--- config.mk ---
export PLATFORM = sky130hd
export DESIGN_NAME = rega_sequenciador_flat
export DESIGN_NICKNAME = d
export VERILOG_FILES = /design/src/rtl/rega_sequenciador_if.sv /design/src/rtl/rega_sequenciador.sv /design/src/flat_wrapper.sv
export SDC_FILE = /design/constraint.sdc
export NUM_CORES = 1
export LEC_CHECK = 0
export ABC_AREA = 1
export CAP_MARGIN = 20
export CORE_MARGIN = 2
export CORE_UTILIZATION = 57
export CTS_CLUSTER_SIZE = 30
export DETAILED_ROUTE_END_ITERATION = 10
export GPL_ROUTABILITY_DRIVEN = 0
export MAX_ROUTING_LAYER = met4
export PLACE_DENSITY = 0.79
export SLEW_MARGIN = 5
export SYNTH_ARGS = -nofsm -noshare
export SYNTH_HDL_FRONTEND = slang
export SYNTH_SLANG_ARGS = --single-unit
--- constraint.sdc ---
create_clock -name clk -period 3.3 [get_ports clk]
set_input_delay 0.99 -clock clk [delete_from_list [all_inputs] [get_ports clk]]
set_output_delay 0.99 -clock clk [all_outputs]
set_load 0.05 [all_outputs]
--- src/rtl/rega_sequenciador_if.sv ---
// Request/actuator bundle between the irrigation decision logic and the sequencer.
// The sequencer sits on the slave side and drives the actuators and status.
interface rega_sequenciador_if;
  logic       Bs_req;
  logic       Vs_req;
  logic       ERRO;
  logic       Rearme;
  logic       Bs;
  logic       Vs;
  logic       Alarme;
  logic [2:0] Estado;

  modport master (
    output Bs_req, Vs_req, ERRO, Rearme,
    input  Bs, Vs, Alarme, Estado
  );

  modport slave (
    input  Bs_req, Vs_req, ERRO, Rearme,
    output Bs, Vs, Alarme, Estado
  );
endinterface

--- src/rtl/rega_sequenciador.sv ---
// Sequencer/arbiter sharing one water line between sprinkler pump and drip valve,
// with minimum run, dead time, maximum run timeout and latched faults.
module rega_sequenciador #(
  parameter int CW     = 8,
  parameter int TMIN   = 8,
  parameter int TPAUSE = 4,
  parameter int TMAX   = 64
) (
  input logic                 clk,
  input logic                 rst,
  rega_sequenciador_if.slave  bus
);

  typedef enum logic [2:0] {
    IDLE  = 3'd0,
    ASP   = 3'd1,
    GOT   = 3'd2,
    PAUSA = 3'd3,
    FALHA = 3'd4
  } state_e;

  localparam logic [CW-1:0] MIN_LAST   = CW'(TMIN - 1);
  localparam logic [CW-1:0] MAX_LAST   = CW'(TMAX - 1);
  localparam logic [CW-1:0] PAUSE_LAST = CW'(TPAUSE - 1);
  localparam logic [CW-1:0] CNT_ONE    = CW'(1);

  state_e          state_q, state_d;
  logic [CW-1:0]   cnt_q, cnt_d;
  logic            ultimo_q, ultimo_d;

  // NOTE: sequential state uses non-blocking assignments so every register
  // samples the pre-edge values, independent of statement order.
  always_ff @(posedge clk or posedge rst) begin
    if (rst) begin
      state_q  <= IDLE;
      cnt_q    <= '0;
      ultimo_q <= 1'b1;
    end else begin
      state_q  <= state_d;
      cnt_q    <= cnt_d;
      ultimo_q <= ultimo_d;
    end
  end

  // NOTE: every comb output gets a default first so no path leaves it
  // unassigned, which would otherwise infer a latch.
  always_comb begin
    state_d  = state_q;
    ultimo_d = ultimo_q;

    if (bus.ERRO && state_q != FALHA) begin
      state_d = FALHA;
    end else begin
      unique case (state_q)
        IDLE: begin
          if (bus.Bs_req && bus.Vs_req) state_d = ultimo_q ? ASP : GOT;
          else if (bus.Bs_req)          state_d = ASP;
          else if (bus.Vs_req)          state_d = GOT;
        end
        ASP: begin
          if (cnt_q >= MIN_LAST && !bus.Bs_req) state_d = PAUSA;
          else if (cnt_q == MAX_LAST)           state_d = FALHA;
        end
        GOT: begin
          if (cnt_q >= MIN_LAST && !bus.Vs_req) state_d = PAUSA;
          else if (cnt_q == MAX_LAST)           state_d = FALHA;
        end
        PAUSA: begin
          if (cnt_q == PAUSE_LAST) state_d = IDLE;
        end
        FALHA: begin
          if (!bus.ERRO && bus.Rearme) state_d = PAUSA;
        end
        default: state_d = IDLE;
      endcase
    end

    if (state_d != state_q && state_d == ASP) ultimo_d = 1'b0;
    if (state_d != state_q && state_d == GOT) ultimo_d = 1'b1;

    // IDLE and FALHA may be held indefinitely; saturate rather than wrap there.
    if (state_d != state_q)  cnt_d = '0;
    else if (cnt_q == '1)    cnt_d = cnt_q;
    else                     cnt_d = cnt_q + CNT_ONE;
  end

  always_comb begin
    bus.Bs     = (state_q == ASP);
    bus.Vs     = (state_q == GOT);
    bus.Alarme = (state_q == FALHA);
    bus.Estado = state_q;
  end

endmodule

--- src/flat_wrapper.sv ---
// flat-port wrapper written by rule: the top's interface ports become plain ports
module rega_sequenciador_flat 
#(
  parameter int CW     = 8,
  parameter int TMIN   = 8,
  parameter int TPAUSE = 4,
  parameter int TMAX   = 64
)
  (clk, rst, bus_Bs_req, bus_Vs_req, bus_ERRO, bus_Rearme, bus_Bs, bus_Vs, bus_Alarme, bus_Estado);
  rega_sequenciador_if bus_i ();
  input logic clk;
  input logic rst;
  input wire logic [$bits(bus_i.Bs_req)-1:0] bus_Bs_req;
  input wire logic [$bits(bus_i.Vs_req)-1:0] bus_Vs_req;
  input wire logic [$bits(bus_i.ERRO)-1:0] bus_ERRO;
  input wire logic [$bits(bus_i.Rearme)-1:0] bus_Rearme;
  output wire logic [$bits(bus_i.Bs)-1:0] bus_Bs;
  output wire logic [$bits(bus_i.Vs)-1:0] bus_Vs;
  output wire logic [$bits(bus_i.Alarme)-1:0] bus_Alarme;
  output wire logic [$bits(bus_i.Estado)-1:0] bus_Estado;
  assign bus_i.Bs_req = bus_Bs_req;
  assign bus_i.Vs_req = bus_Vs_req;
  assign bus_i.ERRO = bus_ERRO;
  assign bus_i.Rearme = bus_Rearme;
  assign bus_Bs = bus_i.Bs;
  assign bus_Vs = bus_i.Vs;
  assign bus_Alarme = bus_i.Alarme;
  assign bus_Estado = bus_i.Estado;
  rega_sequenciador #(.CW(CW), .TMIN(TMIN), .TPAUSE(TPAUSE), .TMAX(TMAX)) u_core (.clk(clk), .rst(rst), .bus(bus_i));
endmodule
**After elaboration in Yosys (flattened, before gate mapping)**

Index checks and enable logic that the tools add are counted.

- Register bits: 12
- Input bits: 6
- Output and inout bits: 6
- Word-level logic and storage cells: 44

- Mux-type cells: 15
- Equality and inequality tests: 12
- Reductions and logical operators: 12
- Add/subtract/negate cells: 1
- Magnitude comparators: 1

Operator list:

| kind | number |
|---|---|
| two-way mux 3 bit | 9 |
| two-way mux 8 bit | 2 |
| one-hot mux 3 bit (5 select lines) | 1 |
| equality test 3 x 2 -> 1 bit, second input constant | 3 |
| adder 8 x 1 -> 8 bit, second input constant | 1 |
| equality test 8 x 2 -> 1 bit, second input constant | 1 |
| equality test 8 x 6 -> 1 bit, second input constant | 1 |
| equality test 8 bit, second input constant | 1 |
| >= comparator 8 x 3 -> 1 bit, second input constant | 1 |
| logical AND 1 bit | 7 |
| equality test 3 x 1 -> 1 bit, second input constant | 2 |
| equality test 3 bit, second input constant | 1 |
| logical NOT 1 bit | 3 |
| logical NOT 3 bit | 1 |
| inequality test 3 bit | 1 |
| inequality test 3 bit, second input constant | 1 |
| two-way mux 1 bit | 2 |
| two-way mux 2 bit | 1 |
| inequality test 2 x 1 -> 1 bit, second input constant | 1 |
| nonzero test 2 bit | 1 |

**Longest topological paths before layout**

Gate-level depths: netlist of run 1.

- Word-level depth: 9
- Gate-level depth with buffers: 15
- Gate-level depth less buffers: 15

**Least setup slack after synthesis of run 1**

OpenSTA, ideal clock, no wires.

- Path type: register -> output
- From: register u_core.state_q[2] (netlist: u_core.bus.Estado[2])
- To: output bus_Vs
- Buffers on the path: 0
- Cell stages (with the launch flop): 4
- Setup slack: 1.042 ns
- Arrival time: 1.268 ns
- Cell sequence: dfrtp_1 -> inv_2 -> nand3_1 -> inv_1

- Longest elaborated chain between the ends: 1

Ends and longest elaborated chain:

| element | RTL line | text |
|---|---|---|
| from (decl) | rega_sequenciador.sv:27 | `state_e state_q, state_d;` |
| from (signal assigned) | rega_sequenciador.sv:39 | `state_q <= state_d;` |
| equality test 3 x 2 -> 1 bit | rega_sequenciador.sv:89 | `bus.Vs = (state_q == GOT);` |
| to (decl) | flat_wrapper.sv:18 | `output wire logic [$bits(bus_i.Vs)-1:0] bus_Vs;` |

No other way between the ends.

**Worst setup path after layout of run 1**

- From: register u_core.state_q[1] (netlist: u_core.bus.Estado[1])
- To: output bus_Alarme

- Longest elaborated chain between the ends: 1

Ends and longest elaborated chain:

| element | RTL line | text |
|---|---|---|
| equality test 3 bit | rega_sequenciador.sv:90 | `bus.Alarme = (state_q == FALHA);` |
| to (decl) | flat_wrapper.sv:19 | `output wire logic [$bits(bus_i.Alarme)-1:0] bus_Alarme;` |

No other way between the ends.

==> results.json, run 1 <==
{
  "hold_buffers": 0,
  "p_per_area_nw_per_um2": 869,
  "start_util": 0.594,
  "drtIter0Drc": 41,
  "status": "completed",
  "arrival_ns": 1.94,
  "fin_setup_tns_ns": 0,
  "antennaDiodeCount": 0,
  "wl_mm": 2.04,
  "area_growth_pct": 19.1,
  "nets": 154,
  "ctsHtreeMaxLevel": 1,
  "clk_latency_ns": 0.28,
  "endpoint_kind": "output port",
  "first_pass_iters": 5,
  "tightest_slew_ns": 0.502,
  "syn_area_per_cell_um2": 6.67,
  "wl_per_cell_um": 12.6,
  "yosysUniqueCellTypes": 22,
  "period_share": 0.889,
  "worst_clock_skew_ns": 0.00724,
  "antenna_found_initial": 0,
  "crit_path_max_fanout": 5,
  "synth_nets": 138,
  "dpl.hpwl_mm": 1.54,
  "grt-ovfl-total": 0,
  "cts.sinks": 12,
  "post_cts_buffers": 0,
  "rows": 14,
  "track_usage": 0.259,
  "synth.cell_area_um2": 873,
  "ctsResizeCount": 0,
  "clock.fmax_mhz": 341,
  "seq_area_frac_synth": 0.345,
  "layout_min_cycle_time_ns": 2.93,
  "drv_cap": 0,
  "final_max_slew_viol_count": 0,
  "ir_worst_vdd_uv": 681,
  "relSlewSlack": 0.664,
  "netlist_instances": 131,
  "clock_path_buffers": 2,
  "clk_pin_slew_ns": 0.08,
  "crit_required_ns": 2.31,
  "path_class": "reg -> out",
  "grt_max_degree": 13,
  "finalHoldViolCount": 0,
  "io_pins": 12,
  "cts_tree": "built",
  "hold_class": "reg -> reg",
  "root_buffer": "clkbuf_4",
  "postRouteAntennaNets": 0,
  "die_height_um": 43.1,
  "numCtsBuffers": 3,
  "rsz0062_at_grt": "false",
  "vias": 895,
  "ys_ff_latch": 12,
  "fin_hold_ws_ns": 0.466,
  "fill_cells": 128,
  "drc": 0,
  "chipWidth_um": 43.1,
  "grt_pass1_wl_mm": 3.57,
  "port_buffers": 11,
  "leakagePower_nw": 0.519,
  "seq_area_um2": 302,
  "multi_input_area_um2": 489,
  "setup_violations": 0,
  "drive_gt1_frac": 0.137,
  "grt_pass1_vias": 827,
  "vias_per_cell": 5.52,
  "core_um2": 1470,
  "yosysWarnings": 0,
  "worstSetupStartpointType": "flop",
  "fin_util": 0.707,
  "dieArea_um2": 1860
}
## path summary, 6_finish.rpt
check | depth (start not counted) | end | start | slack (ns)
worst min register to register | 2 | u_core.ultimo_q | u_core.ultimo_q | 0.47
max in group asynchronous | 2 | u_core.ultimo_q | rst | 1.94
worst min-delay path | 2 | u_core.ultimo_q | u_core.ultimo_q | 0.47
min in group asynchronous | 2 | u_core.bus.Estado[1] | rst | 1.02
worst max-delay path | 4 | bus_Alarme | u_core.bus.Estado[1] | 0.37
worst max register to register | 12 | u_core.cnt_q[2] | u_core.cnt_q[0] | 1.41
## flip-flops by register name (all words and copies together) (netlist names)
signal,cells
u_core.ultimo_q,1
u_core.bus.Estado,3
u_core.cnt_q,8
## cells in the mapped netlist
library cell,n,area share
nand3_1,18,0.10
nor2_1,18,0.077
ha_1,1,0.014
xor2_1,2,0.020
dfrtp_1,11,0.32
a21boi_1,1,0.0086
nand3_4,1,0.020
a21oi_1,2,0.011
nand4_1,2,0.014
nand2_2,7,0.050
a21oi_2,1,0.010
nand2_1,29,0.12
xnor2_1,1,0.010
nand3b_1,2,0.017
inv_2,3,0.013
dfstp_2,1,0.030
nor2_2,2,0.014
inv_1,19,0.082
o21ai_1,1,0.0057
nor2_4,1,0.013
o21ai_0,6,0.034
nor3_1,2,0.011
## stage by stage
step	total power, mW	setup slack, ns	cell area [µm²]	cells
floorplan	0.637	1.04	873	131
global placement	0.760	0.691	1000	158
detailed placement	0.775	0.679	1000	158
CTS	0.902	0.368	1040	162
global route	0.970	0.276	1040	162
finish	0.904	0.366	1040	162
## power breakdown
part | leakage, nW | internal [mW] | switching [mW]
clock | 0.0210 | 0.0671 | 0.0520
combinational | 0.338 | 0.178 | 0.390
sequential | 0.160 | 0.183 | 0.0335
## worst max-delay path, cell delays in order (launching register included)
cell,delay (ns)
dfrtp_1,0.45
inv_1,0.17
nand2_2,0.11
nor2_4,0.12
clkdlybuf4s50_1,0.81
## cell usage in the layout, fill, tap and decap left out, types with 2 or more instances in the layout
cell / synthesis / routed
nand2_2: 7 / 7
a21oi_1: 2 / 2
xor2_1: 2 / 2
nand2_1: 29 / 29
nand3_1: 18 / 18
clkdlybuf4s50_1: 0 / 11
inv_1: 19 / 19
nor3_1: 2 / 2
dfrtp_1: 11 / 11
nor2_2: 2 / 2
o21ai_0: 6 / 6
nand3b_1: 2 / 2
nor2_1: 18 / 18
clkbuf_4: 0 / 3
inv_2: 3 / 3
nand4_1: 2 / 2
## area by class of cell
cell class                      instances  area share
Multi-Input combinational cell         97       0.471
Sequential cell                        12       0.290
Inverter                               22      0.0794
Timing Repair Buffer                   11       0.106
Tap cell                               16      0.0193
Clock buffer                            4      0.0349
## cells by family after synthesis
kind of cell,after synthesis,synth area share
AO/OA/AOI/OAI,11,0.0702
flip-flops,12,0.345
AND/OR/NAND/NOR,82,0.446
buffers and inverters,22,0.0946
adder cells (fa/ha/maj),1,0.0143
XOR/XNOR,3,0.0301
## routing by layer
layer  vias up  global-route usage  routed length, µm
met5         -                   -                  0
met1       413               0.367                985
met3         5              0.0128                100
met4         0              0.0848                 26
li1        443                   -                  -
met2        34               0.397                922
(Power assumes the default switching activity.)
==> run 2, diff against run 1 <==
--- a/config.mk
+++ b/config.mk
@@ -14,6 +14,7 @@
 export GPL_ROUTABILITY_DRIVEN = 0
 export MAX_ROUTING_LAYER = met4
 export PLACE_DENSITY = 0.79
+export REMOVE_ABC_BUFFERS = 1
 export SLEW_MARGIN = 5
 export SYNTH_ARGS = -nofsm -noshare
 export SYNTH_HDL_FRONTEND = slang
==> results of run 2 <==
No change in the layout: final DEF, timing and power equal those of run 1.
==> run 3, diff against run 2 <==
--- a/config.mk
+++ b/config.mk
@@ -7,7 +7,6 @@
 export LEC_CHECK = 0
 export ABC_AREA = 1
 export CAP_MARGIN = 20
-export CORE_MARGIN = 2
 export CORE_UTILIZATION = 57
 export CTS_CLUSTER_SIZE = 30
 export DETAILED_ROUTE_END_ITERATION = 10
==> run 3 against run 2 <==
Effect of this change: via count shrank 4.2%; sequential power is essentially flat; largest power group unchanged; first-iteration DRC count shrank 20%; critical endpoint is now bus_Vs; setup slack lost 0.0049 ns; total power shrank 1.1%; sequential cell count is the same; cell count shrank 0.62%; register-to-register slack is essentially flat; global-route usage grew 2.8 points; fmax shrank 0.17%; wire length shrank 6.9%; count of clock-buffer cells in the layout is the same.
==> results.json, run 3 (synthesis results as in run 1) <==
{
  "antenna_found_initial": 0,
  "dieArea_um2": 1690,
  "crit_required_ns": 2.31,
  "clk_pin_slew_ns": 0.07,
  "drc": 0,
  "layout_commonest_cell": "nand2_1",
  "drive_gt1_frac": 0.137,
  "met1_usage": 0.341,
  "period_share": 0.891,
  "rows": 13,
  "worstSetupStartpointType": "flop",
  "grt_max_degree": 13,
  "io_pins": 12,
  "wl_mm": 1.90,
  "min_to": "u_core.ultimo_q",
  "p_per_area_nw_per_um2": 861,
  "final_max_slew_viol_count": 0,
  "cts_tree": "built",
  "endpoint_kind": "output port",
  "r2r_end": "u_core.cnt_q[5]",
  "core_um2": 1370,
  "root_buffer": "clkbuf_4",
  "fin_util": 0.760,
  "largest_reg_flops": 8,
  "cp_cell_sequence": "inv_2, nand3_1, inv_1, clkdlybuf4s50_1",
  "area_growth_pct": 18.9,
  "crit_path_max_fanout": 6,
  "setup_violations": 0,
  "cpPeakStageDelay_ns": 0.81,
  "use_met3": 0.0815,
  "numCtsBuffers": 3,
  "drv_cap": 0,
  "ctsHtreeMaxLevel": 1,
  "fill_cells": 99,
  "fin_setup_tns_ns": 0,
  "start_util": 0.639,
  "grt-ovfl-total": 0,
  "nets": 154,
  "port_buffers": 11,
  "holdPathStages": 2,
  "drtIter0Drc": 33,
  "chipWidth_um": 41.1,
  "clk_latency_ns": 0.28,
  "path_class": "reg -> out",
  "track_usage": 0.287,
  "clock_path_buffers": 2,
  "worst_clock_skew_ns": 0.00513,
  "grt_pass1_wl_mm": 3.02,
  "met2_usage": 0.477,
  "antennaDiodeCount": 0,
  "vias": 857,
  "layout_min_cycle_time_ns": 2.94,
  "leakagePower_nw": 0.519,
  "ff2ff_path_depth": 12,
  "dpl_cell_area_um2": 1000,
  "ir_worst_vdd_uv": 590,
  "hold_class": "reg -> reg",
  "rsz0062_at_grt": "false",
  "worstHoldStart": "u_core.ultimo_q",
  "finalHoldViolCount": 0,
  "dpl.hpwl_mm": 1.48,
  "post_cts_buffers": 0,
  "first_pass_iters": 6,
  "cts.sinks": 12,
  "hold_buffers": 0,
  "crit_path_start": "u_core.bus.Estado[2]",
  "wl_per_cell_um": 11.8,
  "clock.fmax_mhz": 340,
  "grt-busiest-layer": "met2",
  "top_register": "u_core.cnt_q",
  "vias_per_cell": 5.32,
  "relSlewSlack": 0.658,
  "layout_common_cells": "29 x nand2_1, 19 x inv_1, 18 x nor2_1, 18 x nand3_1",
  "grt_pass1_vias": 757,
  "seq_area_um2": 302,
  "multi_input_area_um2": 489,
  "cp_slowest_cell": "clkdlybuf4s50_1",
  "ctsResizeCount": 0,
  "die_height_um": 41.1,
  "finalInstanceArea_um2": 1040,
  "cp_num_buf_inv": 3,
  "reg2reg_slack_ns": 1.41,
  "arrival_ns": 1.95,
  "postRouteAntennaNets": 0,
  "r2r-start": "u_core.cnt_q[1]",
  "critical-path-top-delay-family": "buffers and inverters",
  "tightest_slew_ns": 0.511,
  "status": "completed"
}
==> run 3: power by group <==
| group | internal [mW] | total [mW] | switching [mW] | leakage (nW) |
|---|---|---|---|---|
| Combinational | 0.178 | 0.563 | 0.385 | 0.338 |
| Clock | 0.0672 | 0.117 | 0.0495 | 0.0210 |
| Sequential | 0.183 | 0.214 | 0.0310 | 0.160 |
==> run 3: through the flow <==
| step | cells | hold slack (ns) | setup slack (ns) | power (mW) |
|---|---|---|---|---|
| global route | 161 | 0.501 | 0.258 | 0.967 |
| detailed placement | 157 | 0.454 | 0.653 | 0.777 |
| floorplan | 131 | 0.438 | 1.04 | 0.637 |
| finish | 161 | 0.460 | 0.361 | 0.894 |
| global placement | 157 | 0.449 | 0.690 | 0.764 |
| CTS | 161 | 0.464 | 0.369 | 0.898 |
==> run 3: area by class of cell <==
cell class | instances | share of cell area
timing repair buffer | 11 | 0.106
inverter | 22 | 0.0795
clock buffer | 4 | 0.0349
tap | 15 | 0.0181
sequential | 12 | 0.290
multi-input combinational | 97 | 0.471
==> run 3: worst max-delay path by stage <==
stage	endpoint	slack, ns	cells after the start
finish	bus_Vs	0.36	4
global route	bus_Vs	0.26	4
CTS	bus_Vs	0.37	4
detailed placement	u_core.cnt_q[2]	0.65	13
global placement	bus_Vs	0.69	4
floorplan	bus_Vs	1.04	3
==> run 3: worst min-delay path, stage by stage (launching register included) <==
cell,delay (ns)
dfstp_2,0.37
nand2_1,0.05
nand2_1,0.04
==> run 3: layer usage <==
metal  vias to the layer above  routed length (µm)
met2                        32                 879
li1                        444                   -
met3                         0                 125
met1                       381                 890
met5                         -                   0
met4                         0                   0
